`src/rtl/uart_rx_deserializer_pkg.sv`:
```
// Shared constants, FSM encoding and PRESCALE legalisation for the UART receiver.
// Latency: n/a (declarations only).
// Backpressure: n/a (declarations only).
package uart_rx_deserializer_pkg;

   localparam int DATA_WD    = 8;
   localparam int PRESC_WD   = 6;
   localparam int BIT_CNT_WD = 4;

   localparam logic [PRESC_WD-1:0] PRESC_8  = PRESC_WD'(8);
   localparam logic [PRESC_WD-1:0] PRESC_16 = PRESC_WD'(16);
   localparam logic [PRESC_WD-1:0] PRESC_32 = PRESC_WD'(32);

   typedef enum logic [2:0] {
      ST_IDLE,
      ST_START,
      ST_DATA,
      ST_PARITY,
      ST_STOP
   } rx_state_t;

   // Any ratio other than 16 or 32 falls back to the slowest-safe 8x oversampling.
   function automatic logic [PRESC_WD-1:0] legal_presc(input logic [PRESC_WD-1:0] p);
      return (p == PRESC_16 || p == PRESC_32) ? p : PRESC_8;
   endfunction

endpackage

```
`src/rtl/uart_rx_deserializer_if.sv`:
```
// Serial line, frame configuration and received-byte outputs of the UART receiver.
// Latency: n/a (signal bundle only).
// Backpressure: none; the byte side must accept data_vld whenever it pulses.
interface uart_rx_deserializer_if;
   import uart_rx_deserializer_pkg::*;

   logic                rx_in;
   logic                par_en;
   logic                par_typ;
   logic [PRESC_WD-1:0] prescale;
   logic [DATA_WD-1:0]  p_data;
   logic                data_vld;
   logic                par_err;
   logic                stp_err;
   logic                busy;

   modport master (
      output rx_in, par_en, par_typ, prescale,
      input  p_data, data_vld, par_err, stp_err, busy
   );

   modport slave (
      input  rx_in, par_en, par_typ, prescale,
      output p_data, data_vld, par_err, stp_err, busy
   );

endinterface

```
`src/rtl/uart_rx_deserializer_sampler.sv`:
```
// Per-bit edge counter, frame bit counter and 3-sample majority voter.
// Latency: bit_done asserts combinationally on edge P-1; sampled_bit is valid then.
// Backpressure: none; counting is free-running while the frame is active.
module uart_rx_deserializer_sampler
   import uart_rx_deserializer_pkg::*;
(
   input  logic                  clk,
   input  logic                  rst,
   input  logic                  start,
   input  logic                  run,
   input  logic                  rx_in,
   input  logic [PRESC_WD-1:0]   presc,
   output logic                  sampled_bit,
   output logic                  bit_done,
   output logic [BIT_CNT_WD-1:0] bit_cnt
);

   logic [PRESC_WD-1:0] edge_cnt;
   logic [PRESC_WD-1:0] half;
   logic [PRESC_WD-1:0] presc_m1;
   logic [2:0]          samples;

   assign half        = presc >> 1;
   assign presc_m1    = presc - PRESC_WD'(1);
   assign bit_done    = run && (edge_cnt == presc_m1);
   assign sampled_bit = (samples[0] & samples[1]) |
                        (samples[0] & samples[2]) |
                        (samples[1] & samples[2]);

   // Edge/bit counting; the start-detect cycle was edge 0, so counting resumes at 1.
   always_ff @(posedge clk) begin
      if (rst) begin
         edge_cnt <= '0;
         bit_cnt  <= '0;
         samples  <= '0;
      end else if (start) begin
         edge_cnt <= PRESC_WD'(1);
         bit_cnt  <= '0;
      end else if (run) begin
         if (bit_done) begin
            edge_cnt <= '0;
            bit_cnt  <= bit_cnt + BIT_CNT_WD'(1);
         end else begin
            edge_cnt <= edge_cnt + PRESC_WD'(1);
         end
         if (edge_cnt == half - PRESC_WD'(1)) samples[0] <= rx_in;
         if (edge_cnt == half)                samples[1] <= rx_in;
         if (edge_cnt == half + PRESC_WD'(1)) samples[2] <= rx_in;
      end else begin
         edge_cnt <= '0;
         bit_cnt  <= '0;
      end
   end

endmodule

```
`src/rtl/uart_rx_deserializer.sv`:
```
// UART receiver: oversampled start/data/parity/stop recovery with parity and stop checks.
// Latency: data_vld pulses (10 + par_en) * P clocks after the start edge is seen.
// Backpressure: none; a good byte is presented for one cycle and held in p_data.
module uart_rx_deserializer
   import uart_rx_deserializer_pkg::*;
(
   input logic                   clk,
   input logic                   rst,
   uart_rx_deserializer_if.slave rx_if
);

   rx_state_t             state;
   logic [PRESC_WD-1:0]   presc_q;
   logic                  par_en_q;
   logic                  par_typ_q;
   logic [DATA_WD-1:0]    shift_reg;
   logic                  err_par;
   logic [DATA_WD-1:0]    p_data_q;
   logic                  data_vld_q;
   logic                  par_err_q;
   logic                  stp_err_q;
   logic                  busy_q;
   logic                  start;
   logic                  run;
   logic                  sampled_bit;
   logic                  bit_done;
   logic [BIT_CNT_WD-1:0] bit_cnt;

   assign start = (state == ST_IDLE) && !rx_if.rx_in;
   assign run   = (state != ST_IDLE);

   uart_rx_deserializer_sampler u_sampler (
      .clk         (clk),
      .rst         (rst),
      .start       (start),
      .run         (run),
      .rx_in       (rx_if.rx_in),
      .presc       (presc_q),
      .sampled_bit (sampled_bit),
      .bit_done    (bit_done),
      .bit_cnt     (bit_cnt)
   );

   // Frame FSM with shift register, parity check and registered outputs.
   always_ff @(posedge clk) begin
      if (rst) begin
         state      <= ST_IDLE;
         presc_q    <= PRESC_8;
         par_en_q   <= 1'b0;
         par_typ_q  <= 1'b0;
         shift_reg  <= '0;
         err_par    <= 1'b0;
         p_data_q   <= '0;
         data_vld_q <= 1'b0;
         par_err_q  <= 1'b0;
         stp_err_q  <= 1'b0;
         busy_q     <= 1'b0;
      end else begin
         data_vld_q <= 1'b0;
         case (state)
            ST_IDLE: begin
               if (!rx_if.rx_in) begin
                  state     <= ST_START;
                  busy_q    <= 1'b1;
                  presc_q   <= legal_presc(rx_if.prescale);
                  par_en_q  <= rx_if.par_en;
                  par_typ_q <= rx_if.par_typ;
                  err_par   <= 1'b0;
                  par_err_q <= 1'b0;
                  stp_err_q <= 1'b0;
               end
            end
            ST_START: begin
               if (bit_done) begin
                  if (sampled_bit) begin
                     // Start bit did not hold low through mid-bit: treat as a glitch.
                     state  <= ST_IDLE;
                     busy_q <= 1'b0;
                  end else begin
                     state <= ST_DATA;
                  end
               end
            end
            ST_DATA: begin
               if (bit_done) begin
                  shift_reg <= {sampled_bit, shift_reg[DATA_WD-1:1]};
                  // bit_cnt already counts the start bit, so DATA_WD marks the last data bit.
                  if (bit_cnt == BIT_CNT_WD'(DATA_WD)) begin
                     state <= par_en_q ? ST_PARITY : ST_STOP;
                  end
               end
            end
            ST_PARITY: begin
               if (bit_done) begin
                  err_par <= sampled_bit != (^shift_reg ^ par_typ_q);
                  state   <= ST_STOP;
               end
            end
            ST_STOP: begin
               if (bit_done) begin
                  stp_err_q <= !sampled_bit;
                  par_err_q <= err_par;
                  if (sampled_bit && !err_par) begin
                     p_data_q   <= shift_reg;
                     data_vld_q <= 1'b1;
                  end
                  state  <= ST_IDLE;
                  busy_q <= 1'b0;
               end
            end
            default: begin
               state  <= ST_IDLE;
               busy_q <= 1'b0;
            end
         endcase
      end
   end

   assign rx_if.p_data   = p_data_q;
   assign rx_if.data_vld = data_vld_q;
   assign rx_if.par_err  = par_err_q;
   assign rx_if.stp_err  = stp_err_q;
   assign rx_if.busy     = busy_q;

endmodule

```
`src/flat_wrapper.sv`:
```
// flat-port wrapper written by rule: the top's interface ports become plain ports
module uart_rx_deserializer_flat import uart_rx_deserializer_pkg::*;
  (clk, rst, rx_if_rx_in, rx_if_par_en, rx_if_par_typ, rx_if_prescale, rx_if_p_data, rx_if_data_vld, rx_if_par_err, rx_if_stp_err, rx_if_busy);
  uart_rx_deserializer_if rx_if_i ();
  input logic clk;
  input logic rst;
  input wire logic [$bits(rx_if_i.rx_in)-1:0] rx_if_rx_in;
  input wire logic [$bits(rx_if_i.par_en)-1:0] rx_if_par_en;
  input wire logic [$bits(rx_if_i.par_typ)-1:0] rx_if_par_typ;
  input wire logic [$bits(rx_if_i.prescale)-1:0] rx_if_prescale;
  output wire logic [$bits(rx_if_i.p_data)-1:0] rx_if_p_data;
  output wire logic [$bits(rx_if_i.data_vld)-1:0] rx_if_data_vld;
  output wire logic [$bits(rx_if_i.par_err)-1:0] rx_if_par_err;
  output wire logic [$bits(rx_if_i.stp_err)-1:0] rx_if_stp_err;
  output wire logic [$bits(rx_if_i.busy)-1:0] rx_if_busy;
  assign rx_if_i.rx_in = rx_if_rx_in;
  assign rx_if_i.par_en = rx_if_par_en;
  assign rx_if_i.par_typ = rx_if_par_typ;
  assign rx_if_i.prescale = rx_if_prescale;
  assign rx_if_p_data = rx_if_i.p_data;
  assign rx_if_data_vld = rx_if_i.data_vld;
  assign rx_if_par_err = rx_if_i.par_err;
  assign rx_if_stp_err = rx_if_i.stp_err;
  assign rx_if_busy = rx_if_i.busy;
  uart_rx_deserializer u_core (.clk(clk), .rst(rst), .rx_if(rx_if_i));
endmodule
```
`config.mk`:
```
export PLATFORM = sky130hd
export DESIGN_NAME = uart_rx_deserializer_flat
export DESIGN_NICKNAME = d
export VERILOG_FILES = /design/src/rtl/uart_rx_deserializer_pkg.sv /design/src/rtl/uart_rx_deserializer_if.sv /design/src/rtl/uart_rx_deserializer_sampler.sv /design/src/rtl/uart_rx_deserializer.sv /design/src/flat_wrapper.sv
export SDC_FILE = /design/constraint.sdc
export NUM_CORES = 1
export LEC_CHECK = 0
export CAP_MARGIN = 25
export CORE_ASPECT_RATIO = 0.75
export CORE_UTILIZATION = 55
export DETAILED_ROUTE_END_ITERATION = 10
export DONT_BUFFER_PORTS = 1
export GPL_TIMING_DRIVEN = 0
export PLACE_DENSITY = 0.75
export SLEW_MARGIN = 20
export SYNTH_ARGS = -nofsm -noshare
export SYNTH_HDL_FRONTEND = slang
export SYNTH_HIERARCHICAL = 1
export SYNTH_SLANG_ARGS = --single-unit
```
`constraint.sdc`:
```
create_clock -name clk -period 5.55 [get_ports clk]
set_clock_uncertainty 0.2 [all_clocks]
set_input_delay 1.11 -clock clk [delete_from_list [all_inputs] [get_ports clk]]
set_output_delay 1.11 -clock clk [all_outputs]
set_load 0.01 [all_outputs]
```
==> results.cfg <==
[routing]
ant_nets = 0
viasPerCell = 5.68
vias = 1942
avgRoutedWirePerCell_um = 14.3
drt_iter0_drc = 226
drt_pass1_iterations = 4
drc = 0
wl_um = 4900

[floorplan]
core_mm2 = 0.00418
pin_count = 23
std_cell_rows = 20
die_h_um = 60.0
chipWidth_um = 79.3
die_area_mm2 = 0.00476
start_util_pct = 59.0

[global_routing]
grt_util_met2_pct = 35.5
grtUsageTotal_pct = 22.7
grt_pass1_vias = 1741
antenna_found_initial = 0
overflow = 0
met3_usage_pct = 5.04
use_met1_pct = 31.6
busiest_layer = met2
grt_max_degree = 15
grt_first_pass_wirelength_um = 8200

[clocking]
worstSkewPairLatency_ns = 0.30
ctsResizeCount = 0
cts_tree = built
cts_buffers = 5
cts_root_buffer = clkbuf_8
htreeDepth = 2
ctsHoldBuffers = 0
cts.clk_slew.worst_paths_ns = 0.09
cts_buffer_depth = 2
post-cts-setup-buffers = 0
clock_sinks = 45

[setup_path]
startpoint_type = register
reg2reg_slack_ns = 2.11
cp_max_fo = 9
cp.arrival_ns = 3.42
cp_data_required_time_ns = 5.52
crit_type = register to register
worstSetupEndpointType = register

[final_layout]
final_area_mm2 = 0.00266
seqCellArea_um2 = 901
multi_input_area_mm2 = 0.00144
layout_commonest_cell = dfxtp_1
num_antenna_cells = 0
area_growth_pct = 7.66
fillers = 354
drive_above_1_share_pct = 8.36
final_cell_mix = dfxtp_1, nor2_1, mux2i_1, xnor2_1, nand3_1
nets = 303

[timing]
setup_tns_ns = 0
tightest_slew_ns = 0.585
fmax_mhz = 291
hold_slack_ns = 0.284
setup_viol = 0
finalCritPeriodShare_pct = 62.0
slew_headroom_pct = 60.6
drv_slew = 0
fin_crit_ns = 3.44
hold_viol = 0
rsz0062_at_grt = false
fin_ws_ns = 2.11

[synthesis]
synth_cells = 279
synth-edff-count = 0
syn-mean-instance-area_um2 = 8.84
synth_fp_nets = 296
synth.ff_latch_count = 45
synthesis.area_mm2 = 0.00247
synth_flop_cell = dfxtp_1
yosysUniqueCellTypes = 46
yosysSeqAreaShare_pct = 36.5
synthArstFlopShare_pct = 0
yosysWarnings = 6

[placed_design]
place_congestion = 0.858
post-place-ws_ns = 2.12
place_area_mm2 = 0.00253
portBuffers = 0
dpl.hpwl_um = 3620

[pwr]
power.leakage_nw = 1.02
peakVddDrop_uv = 177
powerDensity_mw_per_mm2 = 298

[run]
maxCapViolations = 0

[worst_hold_path]
hp-class = register to register

[status]
status = complete, no violations
## metal layers
metal  routed length [um]  vias to the layer above  part of all wire, %
met1                 2520                      919                   51
li1                     -                      966                    -
met4                   53                        0                  1.1
met5                    0                        -                    0
met3                  250                        8                  5.1
met2                 2070                       49                   42
## power by group
part	switching, W	internal [W]	leakage [nW]
Sequential	0.0000201	0.000340	0.364
Clock	0.000113	0.000146	0.0574
Combinational	0.000102	0.0000694	0.595
Total	0.000235	0.000556	1.02
## worst max-delay path, cell delays in order, from the launching register on
cell	delay [ns]
dfxtp_1	0.35
clkbuf_1	0.30
inv_1	0.14
ha_1	0.29
a21boi_2	0.20
a21oi_1	0.22
o2111ai_4	0.21
nor2_1	0.29
nor4bb_1	0.53
nand3b_1	0.11
buf_2	0.23
mux2i_1	0.18
nor2_1	0.07
## stage by stage
| step | total power, W | instances | utilization [%] |
|---|---|---|---|
| after global placement | 0.000530 | 334 | 60.7 |
| after detailed placement | 0.000536 | 334 | 60.7 |
| after floorplan | 0.000498 | 279 | - |
| final | 0.000791 | 342 | 63.5 |
| after global routing | 0.000831 | 342 | 63.5 |
| after CTS | 0.000796 | 342 | 63.5 |
## worst paths after layout
path	cells past startpoint	endpoint	from
worst min-delay path	2	u_core/par_typ_q	u_core/par_typ_q
worst min register to register	2	u_core/par_typ_q	u_core/par_typ_q
worst max register to register	12	u_core/rx_if.p_data[4]	u_core/presc_q[1]
worst max-delay path	12	u_core/rx_if.p_data[4]	u_core/presc_q[1]
## area by class of cell
type	count	area share (%)
plain buffers	18	3.91
clock buffers	6	3.11
clock inverters	2	1.41
inverters	7	0.990
multi-input cells	209	54.1
flip-flops and latches	45	33.9
well taps	55	2.59
## synthesized netlist by cell type, types with 3 or more instances
| cell type | number | area share [%] |
|---|---|---|
| or4_1 | 3 | 0.91 |
| o21ai_0 | 6 | 1.2 |
| a21oi_1 | 10 | 2.0 |
| nor3_1 | 4 | 0.81 |
| buf_2 | 5 | 1.0 |
| nor2_1 | 39 | 5.9 |
| nand2_1 | 15 | 2.3 |
| nand2b_1 | 10 | 2.5 |
| nor2b_1 | 3 | 0.76 |
| clkbuf_1 | 9 | 1.4 |
| nor3b_1 | 3 | 0.91 |
| inv_1 | 6 | 0.91 |
| and2_1 | 3 | 0.76 |
| o211ai_1 | 3 | 0.91 |
| buf_6 | 4 | 1.8 |
| ha_1 | 6 | 3.0 |
| xor2_1 | 14 | 5.0 |
| xnor2_1 | 20 | 7.1 |
| o21bai_1 | 3 | 0.91 |
| mux2i_1 | 20 | 8.1 |
| dfxtp_1 | 45 | 37 |
| nand3_1 | 16 | 3.2 |
## cell families after synthesis
kind of cell / after synthesis / share of synthesized area (%)
flip-flops: 45 / 36.5
multiplexers: 20 / 8.12
AO/OA/AOI/OAI: 34 / 9.59
buffers and inverters: 25 / 5.28
adder cells (fa/ha/maj): 7 / 3.45
AND/OR/NAND/NOR: 113 / 24.0
XOR/XNOR: 35 / 13.0
No activity file was read; power rests on OpenSTA's default activity.
